**src/rtl/mult32x32_if.sv**
```systemverilog
// Operand/result bundle for the iterative 32x32 multiplier.
// The master issues start with operands; the slave reports busy and the product.
interface mult32x32_if;
    logic        start;
    logic [31:0] a;
    logic [31:0] b;
    logic        busy;
    logic [63:0] product;

    modport master (
        output start,
        output a,
        output b,
        input  busy,
        input  product
    );

    modport slave (
        input  start,
        input  a,
        input  b,
        output busy,
        output product
    );
endinterface

```
**src/rtl/mult32x32.sv**
```systemverilog
// Unsigned 32x32 multiplier built on one shared 8x16 multiplier.
// Accumulates one shifted partial product per cycle over eight cycles.
module mult32x32 (
    input logic        clk,
    input logic        reset,
    mult32x32_if.slave bus
);
    typedef enum logic [3:0] {
        StIdle,
        StA0B0,
        StA1B0,
        StA2B0,
        StA3B0,
        StA0B1,
        StA1B1,
        StA2B1,
        StA3B1
    } state_e;

    state_e      state_q, state_d;
    logic [31:0] a_q, a_d;
    logic [31:0] b_q, b_d;
    logic [63:0] product_q, product_d;

    logic [1:0]  byte_idx;
    logic        half_idx;
    logic [7:0]  a_byte;
    logic [15:0] b_half;
    logic [23:0] partial;
    logic [5:0]  shamt;
    logic [63:0] addend;

    // Operand slice selection for the current partial product.
    always_comb begin
        byte_idx = 2'd0;
        half_idx = 1'b0;
        unique case (state_q)
            StA0B0:  begin byte_idx = 2'd0; half_idx = 1'b0; end
            StA1B0:  begin byte_idx = 2'd1; half_idx = 1'b0; end
            StA2B0:  begin byte_idx = 2'd2; half_idx = 1'b0; end
            StA3B0:  begin byte_idx = 2'd3; half_idx = 1'b0; end
            StA0B1:  begin byte_idx = 2'd0; half_idx = 1'b1; end
            StA1B1:  begin byte_idx = 2'd1; half_idx = 1'b1; end
            StA2B1:  begin byte_idx = 2'd2; half_idx = 1'b1; end
            StA3B1:  begin byte_idx = 2'd3; half_idx = 1'b1; end
            default: begin byte_idx = 2'd0; half_idx = 1'b0; end
        endcase
    end

    assign a_byte  = a_q[{byte_idx, 3'b000} +: 8];
    assign b_half  = b_q[{half_idx, 4'b0000} +: 16];
    assign partial = a_byte * b_half;
    assign shamt   = {1'b0, byte_idx, 3'b000} + {1'b0, half_idx, 4'b0000};
    assign addend  = {40'd0, partial} << shamt;

    always_comb begin
        state_d   = state_q;
        a_d       = a_q;
        b_d       = b_q;
        product_d = product_q;
        unique case (state_q)
            StIdle: begin
                if (bus.start) begin
                    a_d       = bus.a;
                    b_d       = bus.b;
                    product_d = 64'd0;
                    state_d   = StA0B0;
                end
            end
            StA0B0:  state_d = StA1B0;
            StA1B0:  state_d = StA2B0;
            StA2B0:  state_d = StA3B0;
            StA3B0:  state_d = StA0B1;
            StA0B1:  state_d = StA1B1;
            StA1B1:  state_d = StA2B1;
            StA2B1:  state_d = StA3B1;
            StA3B1:  state_d = StIdle;
            default: state_d = StIdle;
        endcase
        if (state_q != StIdle) begin
            product_d = product_q + addend;
        end
    end

    always_ff @(posedge clk) begin
        if (reset) begin
            state_q   <= StIdle;
            a_q       <= 32'd0;
            b_q       <= 32'd0;
            product_q <= 64'd0;
        end else begin
            state_q   <= state_d;
            a_q       <= a_d;
            b_q       <= b_d;
            product_q <= product_d;
        end
    end

    assign bus.busy    = (state_q != StIdle);
    assign bus.product = product_q;
endmodule

```
**src/flat_wrapper.sv**
```systemverilog
// flat-port wrapper written by rule: the top's interface ports become plain ports
module mult32x32_flat 
  (clk, reset, bus_start, bus_a, bus_b, bus_busy, bus_product);
  mult32x32_if bus_i ();
  input logic clk;
  input logic reset;
  input wire logic [$bits(bus_i.start)-1:0] bus_start;
  input wire logic [$bits(bus_i.a)-1:0] bus_a;
  input wire logic [$bits(bus_i.b)-1:0] bus_b;
  output wire logic [$bits(bus_i.busy)-1:0] bus_busy;
  output wire logic [$bits(bus_i.product)-1:0] bus_product;
  assign bus_i.start = bus_start;
  assign bus_i.a = bus_a;
  assign bus_i.b = bus_b;
  assign bus_busy = bus_i.busy;
  assign bus_product = bus_i.product;
  mult32x32 u_core (.clk(clk), .reset(reset), .bus(bus_i));
endmodule
```
**config.mk**
```make
export PLATFORM = sky130hd
export DESIGN_NAME = mult32x32_flat
export DESIGN_NICKNAME = d
export VERILOG_FILES = /design/src/rtl/mult32x32_if.sv /design/src/rtl/mult32x32.sv /design/src/flat_wrapper.sv
export SDC_FILE = /design/constraint.sdc
export NUM_CORES = 1
export LEC_CHECK = 0
export CORE_AREA = 10 10 162 164
export DETAILED_ROUTE_END_ITERATION = 10
export DIE_AREA = 0 0 172 174
export PLACE_DENSITY_LB_ADDON = 0.12
export SYNTH_ARGS = -nofsm -noshare
export SYNTH_HDL_FRONTEND = slang
export SYNTH_SLANG_ARGS = --single-unit
```
**constraint.sdc**
```tcl
create_clock -name clk -period 9.7 [get_ports clk]
set_input_delay 1.455 -clock clk [delete_from_list [all_inputs] [get_ports clk]]
set_output_delay 1.455 -clock clk [all_outputs]
set_load 0.005 [all_outputs]
```
==> reports/summary.txt <==
Syn Nets: 2092
Clock-pin slew on the worst setup and hold paths: 0.07 ns
Setup ws final: 0.489 ns
Input/output buffers: 131
Layout Nets: 2188
Drt drc: 0
Hold WS: 0.455 ns
Core area: 0.0231 mm2
Largest net degree at the start of global routing: 65
Fillers: 2004
Setup crit start kind: register
Register area share after synthesis: 19.9%
Root Buffer Master: clkbuf_16
VDD IR max: 0.115 mV
Top FF cell, synth: dfxtp_1
Final Critical Period: 9.21 ns
DRT iter0 DRCs: 1238
Final Skew: 0.0135 ns
Lkg Pwr: 0.00692 uW
Post-Route WL: 43200 um
# hold bufs at CTS: 0
Worst EP required: 10.09 ns
CP Max Fanout: 16
Routed vias: 13500
DPL Wire Length: 33200 um
Total area of sequential cells: 0.00270 mm2
Slew Limit Fails: 0
Endpoints failing hold: 0
Hold Path Class: register to register
PD cells: 137 mW/mm2
Worst slack at placement: 0.686 ns
First-pass GRT wire length: 69400 um
TritonRoute pass-1 iters: 7
Die height: 174 um
Critical path's largest stage delay: 0.61 ns
Number of max-cap violations: 0
Vias in the first global route: 12900
Critical path class: register to register
Cts bufs inserted: 17
Yosys warns: 0
Share of cells above drive strength 1: 6.20%
Initial Util: 58.8%
Distinct cell type count after synthesis: 77
Cell Rows: 56
# diodes: 0
Overflow left after global routing: 0
I/O Pins: 132
Peak Freq: 109 MHz
All-Layer GR Usage: 28.6%
P&R area growth vs syn: 16.2%
Footprint of the multi-input gates: 0.0101 mm2
EDFF count, synth: 0
Vias per Instance: 6.08
Slew HR: 21.9%
CTS tree: done
RSZ-0062 raised after global routing: no
Full die area: 0.0299 mm2
Outcome: completed
Placer Congestion: 1.01
FF+latch count, synth: 135
Worst-skew pair later-pin latency: 0.44 ns
Async S/R FF share, synth: 0%
Slowest-stage cell, CP: dfxtp_1
TritonCTS Sinks: 135
Measured slew at the worst slew-check pin: 1.17 ns
Mean routed wirelength per cell: 19.4 um
Avg Inst Size Synth: 7.44 um2
CP Capture Type: register
Final setup viols: 0
Max Buffers Root-to-Sink: 2
DRT antenna net count: 0
Die width: 172 um
Worst Path Arrival: 9.60 ns
Mapped cell area: 0.0136 mm2
Initial antenna violation count: 0
Post-Route Setup TNS: 0 ns
Fin crit share: 95.0%
CTS HTree Levels: 4
Synthesized instance count: 1828
-- kinds of logic (layout without fill, tap and decap cells) --
family | Yosys count | after routing | share of synthesized area, %
buffers and inverters | 224 | 333 | 6.34
AOI/OAI and AO/OA | 477 | 477 | 21.6
xor gates and xnor gates | 74 | 74 | 4.77
adders and majority gates | 197 | 197 | 22.8
and+or+nand+nor | 681 | 681 | 21.5
DFF | 135 | 135 | 19.9
muxes | 40 | 40 | 3.04
-- timing repair --
action,4_1_cts,5_1_grt
gates resized for setup,0,1
setup buffers,0,0
endpoints found under the setup margin,0,1
-- final timing paths --
check | cells past startpoint | start | slack, ns | endpoint
max | 33 | u_core.byte_idx[1] | 0.49 | u_core.bus.product[60]
min | 2 | u_core.a_q[4] | 0.46 | u_core.a_q[4]
max reg2reg | 33 | u_core.byte_idx[1] | 0.49 | u_core.bus.product[60]
min reg2reg | 2 | u_core.a_q[4] | 0.46 | u_core.a_q[4]
-- worst max-delay path: cells and delay by family, from the launching register on --
kind / cells / cell delay [ns]
muxes: 2 / 0.48
adders and majority gates: 6 / 2.74
and+or+nand+nor: 9 / 1.87
buffers and inverters: 7 / 0.95
xor gates and xnor gates: 1 / 0.36
DFF: 1 / 0.61
AOI/OAI and AO/OA: 8 / 2.15
-- power breakdown --
part	total (uW)	internal [uW]	leakage, uW	switching, uW
clock	683	369	0.000285	314
sequential	638	599	0.00110	38.3
combinational	848	309	0.00553	539
-- through the flow --
step	power, uW	instance area (um2)	util, %	cells
after global routing	2280	15800	68.3	2227
after global placement	1470	15200	65.7	2195
after detailed placement	1480	15200	65.7	2195
after CTS	2160	15800	68.3	2227
final	2170	15800	68.3	2227
after floorplan	1200	13600	-	1828
-- cell usage in the layout (no fill, tap or decap), types with 5 or more instances in the layout --
cell / n
nor2_1: 221
nor3_1: 20
mux2_2: 10
o22ai_1: 12
dfxtp_1: 135
nand2b_1: 16
or2_2: 17
and3_1: 16
ha_1: 112
inv_1: 133
clkbuf_16: 17
nor2b_1: 8
nand3_1: 55
clkdlybuf4s50_1: 130
o221ai_1: 5
o21ai_1: 10
mux2i_1: 30
a31oi_1: 13
o21ai_0: 88
o31ai_1: 8
inv_8: 6
xor2_1: 18
fa_1: 85
and2_1: 5
nand2_1: 281
a211oi_1: 9
a21oi_1: 200
o21a_1: 9
nand4_1: 22
or3_1: 5
a21o_1: 48
xnor2_1: 56
buf_4: 36
o211ai_1: 8
o21bai_1: 13
-- registers in the layout, indices dropped and copies added, names as in the netlist --
name / flops
u_core.byte_idx: 2
u_core.a_q: 32
u_core.half_idx: 1
u_core.bus.product: 64
u_core.b_q: 32
u_core.state_q: 4
-- routing by layer --
metal	GRT usage, %	vias up	share of wire [%]
met5	0	-	0
met4	8.34	0	2.7
li1	-	6438	-
met3	4.71	87	6.9
met1	36.4	6436	42
met2	48.5	578	49
-- area by class of cell --
cell class	count	share of cell area [%]
well taps	290	2.30
inverters	135	3.21
multi-input cells	1469	63.7
clock inverters	15	1.08
flip-flops and latches	135	17.1
clock buffers	17	2.69
repair buffers	166	9.95
-- synth_stat cells (21+ instances only) --
cell,count,area (um2)
a21o_1,48,360
ha_1,112,1400
nor2_1,222,833
nor3_1,21,105
mux2i_1,30,300
dfxtp_1,135,2700
clkbuf_1,79,297
o21ai_0,88,440
xnor2_1,56,490
nand4_1,22,138
fa_1,85,1700
nand2_1,282,1060
nand3_1,55,275
inv_1,133,499
a21oi_1,201,1010
No activity file was read; power rests on OpenSTA's default activity.
==> variant, RTL diff (same flow settings) <==
Reset style: asynchronous (`reset`), changed in one clocked block.
--- a/src/rtl/mult32x32.sv
+++ b/src/rtl/mult32x32.sv
@@ -82,7 +82,7 @@
         end
     end
 
-    always_ff @(posedge clk) begin
+    always_ff @(posedge clk or posedge reset) begin
         if (reset) begin
             state_q   <= StIdle;
             a_q       <= 32'd0;
Function: changed (a bounded check fails within 4 cycles, from zero or initial values and one cycle with reset high; the reset may be asserted at any time).
==> variant against the original RTL <==
Non-clock buffer count grew 31; first-iteration DRC count down 10%; utilization rose by 2.4 points; worst setup slack got worse by 0.099 ns; design area grew 3.5%; count of clock-buffer cells in the layout stayed put; area after synthesis about the same; routed wire length fell by 6.5%; sequential cell count is 3 lower; final cell count decreased by 8.4%; highest routed layer is now met5.
Power is not shown: default switching activity piles up to over one toggle a cycle in this logic, so the estimate is an artifact.
==> variant: results (changes against the original RTL) <==
* Status: finished, final reports clean
* HPWL after DPL: 31,100 um (-6.4%)
- Via total after detailed routing: 12,433 (-8.2%)
* Largest net degree at the start of global routing: 79 (+22%)
- Largest delay contributor family on the critical path: adder cells
- For hold timing, the worst endpoint is u_core.b_q[10].
- The number of distinct library cells after synthesis is 74 (-3.9%).
- Critical-path maximum fanout: 17 (+1)
- Pre-antenna DRT Iters: 5 (-2)
- Critical-path top delay cell: fa_1
* HP Start: u_core.b_q[10]
* Post-route worst hold slack: 0.507 ns (+0.0522 ns)
- Number of nets produced by synthesis: 1,860 (-11%)
- The largest single stage delay on the critical path is 0.62 ns.
- Flop2flop setup slack: 0.39 ns (-0.10 ns)
- Number of cells on the worst hold path: 1 (-1)
- The global-route wire length before repair came to 65,100 um (-6.2%).
- The share of async-settable or async-resettable flops after synthesis was 100% (+100 points).
- The clock-pin slew on the worst setup and hold paths was 0.07 ns (about the same).
- The worst register-to-register path begins at u_core.state_q[1].
- The number of port buffers came to 131 (unchanged).
* Remaining design rule violation count: 0 (unchanged)
- H-tree depth: 4 (unchanged)
* Cell types occupying the most area after synthesis: dfrtp_1 24%, fa_1 13%, ha_1 10%, mux2_2 5.3%, nor2_1 5.0%
- The worst register-to-register path ends at u_core.bus.product[56].
- Buffers from clock root to sink, at most: 2 (unchanged)
* Actual slew at the worst max-slew pin: 0.922 ns (-0.245 ns)
- The count of filler cells inserted in the layout came to 1,900 (-5.2%).
- The total clock buffers created by CTS is 17 (unchanged).
* Fraction of final layout cells with drive strength greater than 1: 13.7% (+7.5 points)
- The commonest cells after synthesis are 182 x nor2_1, 132 x dfrtp_1, 127 x inv_1.
- Critical path arrival: 9.61 ns (about the same)
- CTS placed an instance of clkbuf_16 at the clock tree root.
- Global router's overall resource usage: 27.0% (-1.7 points)
- The final setup skew was 0.0140 ns (+0.000540 ns).
- Number of violations reported at the end of detailed-routing iteration 0: 1,113 (-10%)
* Main synth FF type: dfrtp_1
- Depth of the worst register-to-register path: 35 (+6.1%)
- Yosys Warn Count: 0 (unchanged)
- Share of the yosys chip area belonging to registers: 24.3% (+4.4 points)
- The number of antenna violations at the first check in global routing is 2 (+2).
- Largest register FFs: 64 (unchanged)
- The post-placement worst setup slack came to 0.0661 ns (-0.620 ns).
- Final net count: 2,000 (-8.6%)
- Routed WL per cell: 19.8 um (+2.1%)
- Insertion delay of the later-clocked pin in the worst-skew pair: 0.44 ns (about the same)
- The weighted congestion reported at the end of routability-driven placement is 0.999 (-1.3%).
- The path class of the tightest hold or removal check is reg2reg.
==> variant: cell count changes after synthesis, sizes merged, moves of 38 or more <==
cell | before | now
a21oi | 204 | 90
dfrtp | 0 | 132
dfxtp | 135 | 0
mux2 | 10 | 64
nand2 | 283 | 122
nand3 | 55 | 93
nor2 | 222 | 182
==> variant: per-stage QoR <==
step	instances	area [um2]
after floorplan	1595	13600
after global placement	1995	15400
after detailed placement	1995	15400
after CTS	2027	16100
after global routing	2038	16400
final	2039	16400
==> variant: layout make-up <==
class / instances / area share [%]
multi-input combinational: 1260 / 59.7
sequential: 132 / 20.2
timing repair buffer: 197 / 11.2
inverter: 127 / 2.93
clock buffer: 17 / 2.60
tap: 290 / 2.22
clock inverter: 15 / 1.15
antenna: 1 / 0.0153
==> variant: worst max path at each step <==
stage	slack [ns]	cells past startpoint	from	endpoint
2_1_floorplan	0.67	37	u_core.state_q[0]	u_core.bus.product[63]
3_3_place_gp	0.31	36	u_core.state_q[1]	u_core.bus.product[56]
3_5_place_dp	0.07	38	u_core.state_q[1]	u_core.bus.product[42]
4_1_cts	0.01	38	u_core.state_q[1]	u_core.bus.product[42]
5_1_grt	-0.01	38	u_core.state_q[1]	u_core.bus.product[42]
6_report	0.39	35	u_core.state_q[1]	u_core.bus.product[56]
==> variant: worst reg2reg max path: cells and delay by family (launching register included) <==
kind | cells | cell delay (ns)
fa+ha+maj | 7 | 2.95
compound gates | 11 | 2.64
simple gates | 5 | 1.11
buf+inv | 8 | 1.03
mux | 2 | 0.56
xor+xnor | 2 | 0.48
flops | 1 | 0.41
==> variant: logic make-up (layout without fill, tap and decap cells) <==
logic type                 count (synthesis)  in the layout  synth area share (%)
and+or+nand+nor                          514            514                  17.3
AOI/OAI and AO/OA                        388            390                  18.2
buffers and inverters                    205            356                  5.77
adders and majority gates                198            198                  22.9
DFF                                      132            132                  24.3
muxes                                     85             85                  6.84
xor gates and xnor gates                  73             73                  4.70
other                                      0              1                     0
==> variant: what timing repair did <==
| item | CTS | global route |
|---|---|---|
| setup endpoints to repair | 0 | 37 |
| resized for setup | 0 | 44 |
| setup buffers | 0 | 9 |
| hold buffers | 0 | 0 |
==> variant: routing by layer <==
| metal | wire length (um) | global-route usage [%] |
|---|---|---|
| met5 | 13 | 0 |
| met4 | 678 | 7.01 |
| met3 | 3290 | 6.89 |
| met2 | 18700 | 41.3 |
| met1 | 17700 | 37.1 |
